==> config.mk <==
export PLATFORM = sky130hd
export DESIGN_NAME = apple_placer
export DESIGN_NICKNAME = d
export VERILOG_FILES = /design/src/rtl/apple_placer.sv
export SDC_FILE = /design/constraint.sdc
export NUM_CORES = 1
export LEC_CHECK = 0
export BUFFER_PORTS_ARGS = -buffer_cell sky130_fd_sc_hd__buf_2
export CORE_MARGIN = 4
export CORE_UTILIZATION = 45
export CTS_BUF_LIST = sky130_fd_sc_hd__clkbuf_4
export DETAILED_ROUTE_END_ITERATION = 8
export GPL_ROUTABILITY_DRIVEN = 0
export SETUP_SLACK_MARGIN = 0.1
export SKIP_LAST_GASP = 1
export SYNTH_ARGS = -nofsm -noshare
export SYNTH_HDL_FRONTEND = slang
export SYNTH_SLANG_ARGS = --single-unit
export TNS_END_PERCENT = 5
==> constraint.sdc <==
create_clock -name clk -period 5.6 [get_ports clk]
set_input_delay 0.56 -clock clk [delete_from_list [all_inputs] [get_ports clk]]
set_output_delay 0.56 -clock clk [all_outputs]
set_load 0.01 [all_outputs]
==> src/rtl/apple_placer.sv <==
`default_nettype none
// ============================================================================
// Module      : apple_placer
// Description : Chooses a free interior cell for the snake apple using an
//               8-bit LFSR random search, then a raster-scan fallback.
//               Optional macro APPLE_RELOCATE_EN: re-place the apple on its
//               own when a border change leaves it outside the interior.
// Revision    : 1.0 - initial release
// ============================================================================
module apple_placer #(
   parameter logic [7:0] LFSR_SEED = 8'hA5,
   parameter int         MAX_TRIES = 32
) (
   input  logic       clk,
   input  logic       nrst,
   input  logic       place_req,
   input  logic [3:0] XMAX,
   input  logic [3:0] XMIN,
   input  logic [3:0] YMAX,
   input  logic [3:0] YMIN,
   input  logic       occupied,
   output logic [3:0] query_x,
   output logic [3:0] query_y,
   output logic [3:0] apple_x,
   output logic [3:0] apple_y,
   output logic       busy,
   output logic       done,
   output logic       board_full
);

   typedef enum logic [2:0] {
      S_IDLE   = 3'd0,
      S_SEARCH = 3'd1,
      S_SCAN   = 3'd2,
      S_DONE   = 3'd3,
      S_FULL   = 3'd4
   } state_t;

   localparam logic [7:0] c_max_tries = 8'(MAX_TRIES);
   localparam logic [3:0] c_reset_x   = 4'd5;
   localparam logic [3:0] c_reset_y   = 4'd3;

   state_t     r_state;
   state_t     w_state_nxt;
   logic [7:0] r_lfsr;
   logic [7:0] r_tries;
   logic [3:0] r_scan_x;
   logic [3:0] r_scan_y;
   logic [3:0] r_apple_x;
   logic [3:0] r_apple_y;
   logic       r_board_full;

   logic       w_fb;
   logic [7:0] w_tries_inc;
   logic       w_empty;
   logic       w_free;
   logic       w_start;
   logic       w_x_wrap;
   logic       w_y_end;
   logic       w_latch;
   logic       w_load_scan;
   logic       w_try_inc;
   logic       w_scan_adv;

   function automatic logic is_interior(input logic [3:0] x, input logic [3:0] y,
                                        input logic [3:0] xmax, input logic [3:0] xmin,
                                        input logic [3:0] ymax, input logic [3:0] ymin);
      return (x > xmin) && (x < xmax) && (y > ymin) && (y < ymax);
   endfunction

   // Fibonacci LFSR, taps 8,6,5,4
   assign w_fb        = r_lfsr[7] ^ r_lfsr[5] ^ r_lfsr[4] ^ r_lfsr[3];
   assign w_tries_inc = r_tries + 8'd1;

   // 5-bit compares so XMIN/YMIN = 15 cannot wrap
   assign w_empty  = ({1'b0, XMAX} <= ({1'b0, XMIN} + 5'd1)) ||
                     ({1'b0, YMAX} <= ({1'b0, YMIN} + 5'd1));
   assign w_x_wrap = ({1'b0, r_scan_x} + 5'd1) >= {1'b0, XMAX};
   assign w_y_end  = ({1'b0, r_scan_y} + 5'd1) >= {1'b0, YMAX};

   always_comb begin
      query_x = r_apple_x;
      query_y = r_apple_y;
      if (r_state == S_SEARCH) begin
         query_x = r_lfsr[3:0];
         query_y = r_lfsr[7:4];
      end else if (r_state == S_SCAN) begin
         query_x = r_scan_x;
         query_y = r_scan_y;
      end
   end

   assign w_free = is_interior(query_x, query_y, XMAX, XMIN, YMAX, YMIN) && !occupied;

`ifdef APPLE_RELOCATE_EN
   logic w_apple_in;
   assign w_apple_in = is_interior(r_apple_x, r_apple_y, XMAX, XMIN, YMAX, YMIN);
   assign w_start    = place_req || !w_apple_in;
`else
   assign w_start    = place_req;
`endif

   always_ff @(posedge clk or negedge nrst) begin
      if (!nrst) r_state <= S_IDLE;
      else       r_state <= w_state_nxt;
   end

   always_comb begin
      w_state_nxt = r_state;
      w_latch     = 1'b0;
      w_load_scan = 1'b0;
      w_try_inc   = 1'b0;
      w_scan_adv  = 1'b0;
      case (r_state)
         S_IDLE: begin
            if (w_start) w_state_nxt = S_SEARCH;
         end
         S_SEARCH: begin
            if (w_empty) begin
               w_state_nxt = S_FULL;
            end else if (w_free) begin
               w_latch     = 1'b1;
               w_state_nxt = S_DONE;
            end else if (w_tries_inc == c_max_tries) begin
               w_load_scan = 1'b1;
               w_state_nxt = S_SCAN;
            end else begin
               w_try_inc   = 1'b1;
            end
         end
         S_SCAN: begin
            if (w_free) begin
               w_latch     = 1'b1;
               w_state_nxt = S_DONE;
            end else if (w_x_wrap && w_y_end) begin
               w_state_nxt = S_FULL;
            end else begin
               w_scan_adv  = 1'b1;
            end
         end
         S_DONE:  w_state_nxt = S_IDLE;
         S_FULL:  w_state_nxt = S_IDLE;
         default: w_state_nxt = S_IDLE;
      endcase
   end

   always_ff @(posedge clk or negedge nrst) begin
      if (!nrst) begin
         r_lfsr       <= LFSR_SEED;
         r_tries      <= 8'd0;
         r_scan_x     <= 4'd0;
         r_scan_y     <= 4'd0;
         r_apple_x    <= c_reset_x;
         r_apple_y    <= c_reset_y;
         r_board_full <= 1'b0;
      end else begin
         r_lfsr <= {r_lfsr[6:0], w_fb};
         if (r_state == S_IDLE && w_start) begin
            r_tries      <= 8'd0;
            r_board_full <= 1'b0;
         end
         if (w_try_inc) r_tries <= w_tries_inc;
         if (w_load_scan) begin
            r_scan_x <= XMIN + 4'd1;
            r_scan_y <= YMIN + 4'd1;
         end
         // Borders are live: only the wrap re-reads XMIN
         if (w_scan_adv) begin
            if (w_x_wrap) begin
               r_scan_x <= XMIN + 4'd1;
               r_scan_y <= r_scan_y + 4'd1;
            end else begin
               r_scan_x <= r_scan_x + 4'd1;
            end
         end
         if (w_latch) begin
            r_apple_x <= query_x;
            r_apple_y <= query_y;
         end
         if (r_state == S_FULL) r_board_full <= 1'b1;
      end
   end

   assign apple_x    = r_apple_x;
   assign apple_y    = r_apple_y;
   assign busy       = (r_state != S_IDLE);
   assign done       = (r_state == S_DONE);
   assign board_full = r_board_full;

endmodule
`default_nettype wire

==> impl_metrics.json, run 1 <==
{
  "ys_async_sr_fraction": 1.00,
  "nNetsFinal": 402,
  "max-vdd-ir-drop_v": 0.000115,
  "clkTransAtPathRegs_ns": 0.11,
  "ant_nets": 0,
  "drt_wl_total_um": 7430,
  "rsz0062_at_grt": "false",
  "crit_path_cell_trace": "nor3b_2, mux2i_1, o21ai_0, ha_1, nand4_1, nand4_1, nor2_1, and4_1, nor2_1, or3_2",
  "syn_area_per_cell_um2": 9.39,
  "dpl_cell_area_um2": 3140,
  "power_density_nw_per_um2": 176,
  "dpl.hpwl_um": 5930,
  "clock.fmax_mhz": 234,
  "syn_to_final_growth_pct": 10.5,
  "drive_above_1_share": 0.239,
  "status": "complete, no violations",
  "slowest_delay_ns": 0.92,
  "worst_pin_slew_ns": 1.09,
  "ys_types": 58,
  "finalCritPeriodShare": 0.763,
  "antenna_cells": 0,
  "first_iter_violations": 105,
  "dr_total_vias": 2501,
  "initial_core_util": 0.477,
  "route.detailed.drc": 0,
  "row_count": 28,
  "cts.htree.levels": 2,
  "first_global_vias": 2389,
  "setup_viol": 0,
  "die-area_um2": 7770,
  "cp_data_required_time_ns": 5.82,
  "dp_cells": 415,
  "leakage_nw": 1.53,
  "synth_cells": 308,
  "drt_first_pass_iters": 4,
  "coreArea_um2": 6060,
  "cts_tree": "yes",
  "synth_seq_cells": 36,
  "reg2reg_from": "r_state[0]$_DFFE_PN0P_",
  "die_w_um": 88.2,
  "grt_max_degree": 37,
  "numClockSinks": 36,
  "r2r_cells": 10,
  "slew_violations": 0,
  "relSlewSlack": 0.270,
  "fin_ws_ns": 1.33,
  "cp.depth": 10,
  "yosysSeqAreaShare": 0.315,
  "cts_hold_buffers": 0,
  "cts_inserted_buffers": 5,
  "finalHoldViolations": 0,
  "crit_slowest_cell": "nor3b_2",
  "yosysWarnings": 0,
  "io_buffer_count": 38,
  "cts-resized-gates": 0,
  "dp_worst_setup_slack_ns": 1.41,
  "crit_type": "reg -> reg",
  "clock_path_buffers": 2,
  "grt_antenna_before_repair": 0,
  "fin_area_um2": 3200,
  "fin_cells": 423,
  "min_period_ns": 4.27,
  "cts_root_buf": "clkbuf_4",
  "synth_flop_cell": "dfrtp_1",
  "path_max_fanout": 20,
  "synth_nets": 363,
  "end_kind": "register",
  "clkLatencyLatePin_ns": 0.34,
  "cp.arrival_ns": 4.50,
  "totalPowerFinal_mw": 0.564,
  "hp-class": "in -> async",
  "overflow": 0,
  "finClkSkew_ns": 0.00436,
  "ioPinCount": 39,
  "cts_setup_buffers": 0,
  "avgRoutedWirePerCell_um": 17.6,
  "start_kind": "register",
  "r2r-end": "r_state[1]$_DFFE_PN0P_",
  "synth_area_um2": 2890,
  "grt_pass1_wl_um": 12200,
  "setup_tns_ns": 0,
  "cpLargestDelayFamily": "simple AND/OR/NAND/NOR gates",
  "synth-edff-count": 0,
  "path_buf_inv": 0,
  "rrSetupSlack_ns": 1.33,
  "viasPerCell": 5.91,
  "grt_usage": 0.203,
  "die_h_um": 88.2,
  "maxCapViolCount": 0
}
cell usage after synthesis, drive strengths merged (4+ instances only):
cell | number | area, µm²
nor3b | 5 | 47.5
nand4 | 10 | 68.8
nor2b | 5 | 31.3
a21o | 4 | 30.0
mux2i | 11 | 110
a211oi | 4 | 35.0
o221ai | 4 | 41.3
dfstp | 8 | 210
nand2 | 25 | 93.8
nor2 | 7 | 28.8
inv | 30 | 113
a21oi | 14 | 77.6
nand3 | 22 | 120
dfrtp | 28 | 701
buf | 5 | 27.5
ha | 35 | 438
nor3 | 4 | 20.0
a2111oi | 4 | 53.8
o21ai | 17 | 85.1
mux2 | 10 | 113
xnor2 | 8 | 70.1
flip-flops by register name, indices dropped and copies added (netlist names):
name        count
apple_x         4
apple_y         4
board_full      1
r_lfsr          8
r_scan_x        4
r_scan_y        4
r_state         3
r_tries         8
logic make-up (layout without fill, tap and decap cells):
group,count (synthesis),in the layout,share of synthesized area
adders and majority gates,35,35,0.151
and+or+nand+nor,101,101,0.201
buffers and inverters,36,76,0.0498
DFF,36,36,0.315
muxes,21,21,0.0770
xor gates and xnor gates,11,11,0.0333
AOI/OAI and AO/OA,68,68,0.172
power by group:
group | internal (mW) | total (mW) | switching [mW] | leakage, nW
Sequential | 0.272 | 0.290 | 0.0185 | 0.459
Clock | 0.0461 | 0.135 | 0.0884 | 0.0324
Combinational | 0.0491 | 0.139 | 0.0900 | 1.03
metrics by stage:
stage | util | hold slack, ns
after floorplan | - | 0.264
after global placement | 0.519 | 0.361
after detailed placement | 0.519 | 0.367
after CTS | 0.527 | 0.308
after global routing | 0.527 | 0.330
final | 0.527 | 0.300
cells in the final DEF (no fill, tap or decap), types with 3 or more instances in the layout:
cell type / instances
nor3_1: 4
o21ai_0: 16
a22oi_1: 3
buf_2: 38
or2_2: 3
a21o_1: 4
nor3b_1: 3
nor2_1: 6
nor4b_1: 3
nand2_1: 25
inv_1: 30
dfrtp_1: 28
and2_1: 3
xor2_1: 3
clkbuf_4: 5
o211ai_1: 3
nand2b_1: 3
nand4_1: 9
nor2b_1: 5
o21a_1: 3
mux2i_1: 11
a211oi_1: 3
a2111oi_0: 3
mux2_2: 10
xnor2_1: 8
a21oi_1: 12
nand3_1: 20
o221ai_1: 3
ha_1: 35
dfstp_2: 8
area by class of cell:
type / count / area (µm²)
Fill cell: 594 / 2870
Multi-Input combinational cell: 236 / 1840
Sequential cell: 36 / 911
Timing Repair Buffer: 38 / 190
Inverter: 30 / 113
Tap cell: 75 / 93.8
Clock buffer: 5 / 37.5
Clock inverter: 3 / 13.8
routing by layer:
metal | global-route usage | routed length [µm] | up-vias
met4 | 0.0591 | 82 | 0
met3 | 0.0414 | 441 | 6
met1 | 0.288 | 3570 | 1196
li1 | - | - | 1220
met2 | 0.313 | 3330 | 79
met5 | 0 | 0 | -
worst max-delay path by stage:
stage	slack [ns]	end	from
after floorplan	2.09	r_tries[3]$_DFFE_PN0P_	r_state[0]$_DFFE_PN0P_
after global placement	1.47	r_tries[3]$_DFFE_PN0P_	r_state[0]$_DFFE_PN0P_
after detailed placement	1.41	r_tries[3]$_DFFE_PN0P_	r_state[0]$_DFFE_PN0P_
after CTS	1.37	r_tries[3]$_DFFE_PN0P_	r_state[0]$_DFFE_PN0P_
after global routing	0.97	r_tries[6]$_DFFE_PN0P_	r_state[0]$_DFFE_PN0P_
final	1.33	r_state[1]$_DFFE_PN0P_	r_state[0]$_DFFE_PN0P_
worst reg2reg max path, delay by kind of cell (launching register included):
| family | cells | cell delay (ns) |
|---|---|---|
| adder cells (fa/ha/maj) | 1 | 0.37 |
| AO/OA/AOI/OAI | 1 | 0.60 |
| flip-flops | 1 | 0.49 |
| AND/OR/NAND/NOR | 7 | 2.52 |
| multiplexers | 1 | 0.18 |
No activity file was read; power rests on OpenSTA's default activity.
==> run 2: changes to the inputs <==
--- a/config.mk
+++ b/config.mk
@@ -11,6 +11,7 @@
 export CTS_BUF_LIST = sky130_fd_sc_hd__clkbuf_4
 export DETAILED_ROUTE_END_ITERATION = 8
 export GPL_ROUTABILITY_DRIVEN = 0
+export PLACE_DENSITY = 0.67
 export SETUP_SLACK_MARGIN = 0.1
 export SKIP_LAST_GASP = 1
 export SYNTH_ARGS = -nofsm -noshare
==> constraint.sdc (replaced) <==
create_clock -name clk -period 3.9 [get_ports clk]
set_input_delay 0.39 -clock clk [delete_from_list [all_inputs] [get_ports clk]]
set_output_delay 0.39 -clock clk [all_outputs]
set_load 0.01 [all_outputs]
==> impl_metrics.json, run 2 (synthesis gave the netlist of run 1 again) <==
{
  "status": "complete, no violations",
  "viasPerCell": 5.83,
  "first_iter_violations": 154,
  "die_w_um": 88.2,
  "slew_violations": 0,
  "grt_pass1_wl_um": 12200,
  "worst_pin_slew_ns": 0.810,
  "clkLatencyLatePin_ns": 0.35,
  "fin_util": 0.539,
  "route.detailed.drc": 0,
  "reg_top3": "r_lfsr: 8 flops, r_tries: 8 flops",
  "clock_path_buffers": 2,
  "first_global_vias": 2448,
  "drt_first_pass_iters": 4,
  "path_max_fanout": 11,
  "grt_max_degree": 37,
  "coreArea_um2": 6060,
  "final_common_cell": "buf_2",
  "cp.arrival_ns": 3.80,
  "dpl.hpwl_um": 5730,
  "grt_antenna_before_repair": 0,
  "crit_type": "reg -> reg",
  "drt_wl_total_um": 7230,
  "cts_tree": "yes",
  "startpoint": "r_state[2]$_DFFE_PN0P_",
  "row_count": 28,
  "relSlewSlack": 0.460,
  "cts_root_buf": "clkbuf_4",
  "maxCapViolCount": 0,
  "final_cell_mix": "buf_2, ha_1, inv_1, dfrtp_1, nand2_1",
  "initial_core_util": 0.477,
  "syn_to_final_growth_pct": 13.0,
  "totalPowerFinal_mw": 0.909,
  "power_density_nw_per_um2": 278,
  "drive_above_1_share": 0.251,
  "io_buffer_count": 38,
  "met2_usage": 0.309,
  "cts_hold_buffers": 0,
  "fin_cells": 426,
  "ioPinCount": 39,
  "clock.fmax_mhz": 280,
  "numClockSinks": 36,
  "hp-class": "in -> async",
  "busiest_layer": "met2",
  "grt_use_met1": 0.298,
  "avgRoutedWirePerCell_um": 17.0,
  "ant_nets": 0,
  "overflow": 0,
  "finalCritPeriodShare": 0.914,
  "setup_viol": 0,
  "die_h_um": 88.2,
  "reg2reg_from": "r_state[2]$_DFFE_PN0P_",
  "grt_usage": 0.206,
  "leakage_nw": 1.56,
  "antenna_cells": 0,
  "dr_total_vias": 2484,
  "min_period_ns": 3.57,
  "die-area_um2": 7770,
  "finClkSkew_ns": 0.0152,
  "n_fill_cell": 563,
  "multiInputGateArea_um2": 1860,
  "start_kind": "register",
  "finalHoldViolations": 0,
  "rsz0062_at_grt": "false",
  "max-vdd-ir-drop_v": 0.000177,
  "gr-usage-met3": 0.0433,
  "end_kind": "register",
  "fin_hold_ws_ns": 0.103,
  "clkTransAtPathRegs_ns": 0.12,
  "cp_data_required_time_ns": 4.14,
  "nNetsFinal": 405,
  "setup_tns_ns": 0,
  "layout.area.seq_um2": 911,
  "cts_inserted_buffers": 5,
  "dp_cells": 418,
  "cts.htree.levels": 2
}
## run 2: final timing paths
check                                          end  slack [ns]  cells past startpoint
max                         apple_y[3]$_DFFE_PN0P_        0.33                     11
max in group asynchronous   r_state[0]$_DFFE_PN0P_        3.26                      1
min in group clk            board_full$_DFFE_PN0P_        0.34                      3
min reg2reg                    r_lfsr[7]$_DFF_PN1_        0.39                      0
max reg2reg                 apple_y[3]$_DFFE_PN0P_        0.33                     11
min                        r_scan_x[3]$_DFFE_PN0P_        0.10                      1
## run 2: area by class of cell
cell class / count / share of cell area
multi-input cells: 236 / 0.569
flip-flops and latches: 36 / 0.279
repair buffers: 41 / 0.0651
inverters: 30 / 0.0345
well taps: 75 / 0.0287
clock buffers: 6 / 0.0138
clock inverters: 2 / 0.0107
## run 2: timing repair
item / CTS / global route
pin swaps: 0 / 0
endpoints found under the setup margin: 9 / 15
resized for setup: 2 / 4
buffers inserted: 0 / 0
## run 2: power by group
group	internal [mW]	total (mW)	leakage (nW)	switching, mW
registers	0.390	0.421	0.459	0.0310
logic	0.0784	0.210	1.05	0.132
clock network	0.141	0.278	0.0456	0.136
total	0.610	0.909	1.56	0.299
## run 2: routing by layer
metal | wire [µm] | vias up
met2 | 3150 | 80
met4 | 87 | 0
met1 | 3590 | 1167
li1 | - | 1230
met5 | 0 | -
met3 | 407 | 7
## run 2: stage by stage
stage / cell area [µm²] / setup slack [ns]
floorplan: 2890 / 0.393
global placement: 3170 / 0.0488
detailed placement: 3170 / 0.00638
CTS: 3250 / 0.0931
global route: 3270 / 0.141
finish: 3270 / 0.334
## run 2: critical path, stage by stage (launching register included)
cell      delay [ns]
dfrtp_1         0.53
nor3b_4         0.35
buf_4           0.26
mux2i_1         0.21
o21ai_0         0.17
ha_1            0.36
nor2b_1         0.13
o211ai_1        0.08
a22oi_1         0.21
nand4_2         0.32
a21oi_4         0.43
mux2_2          0.38
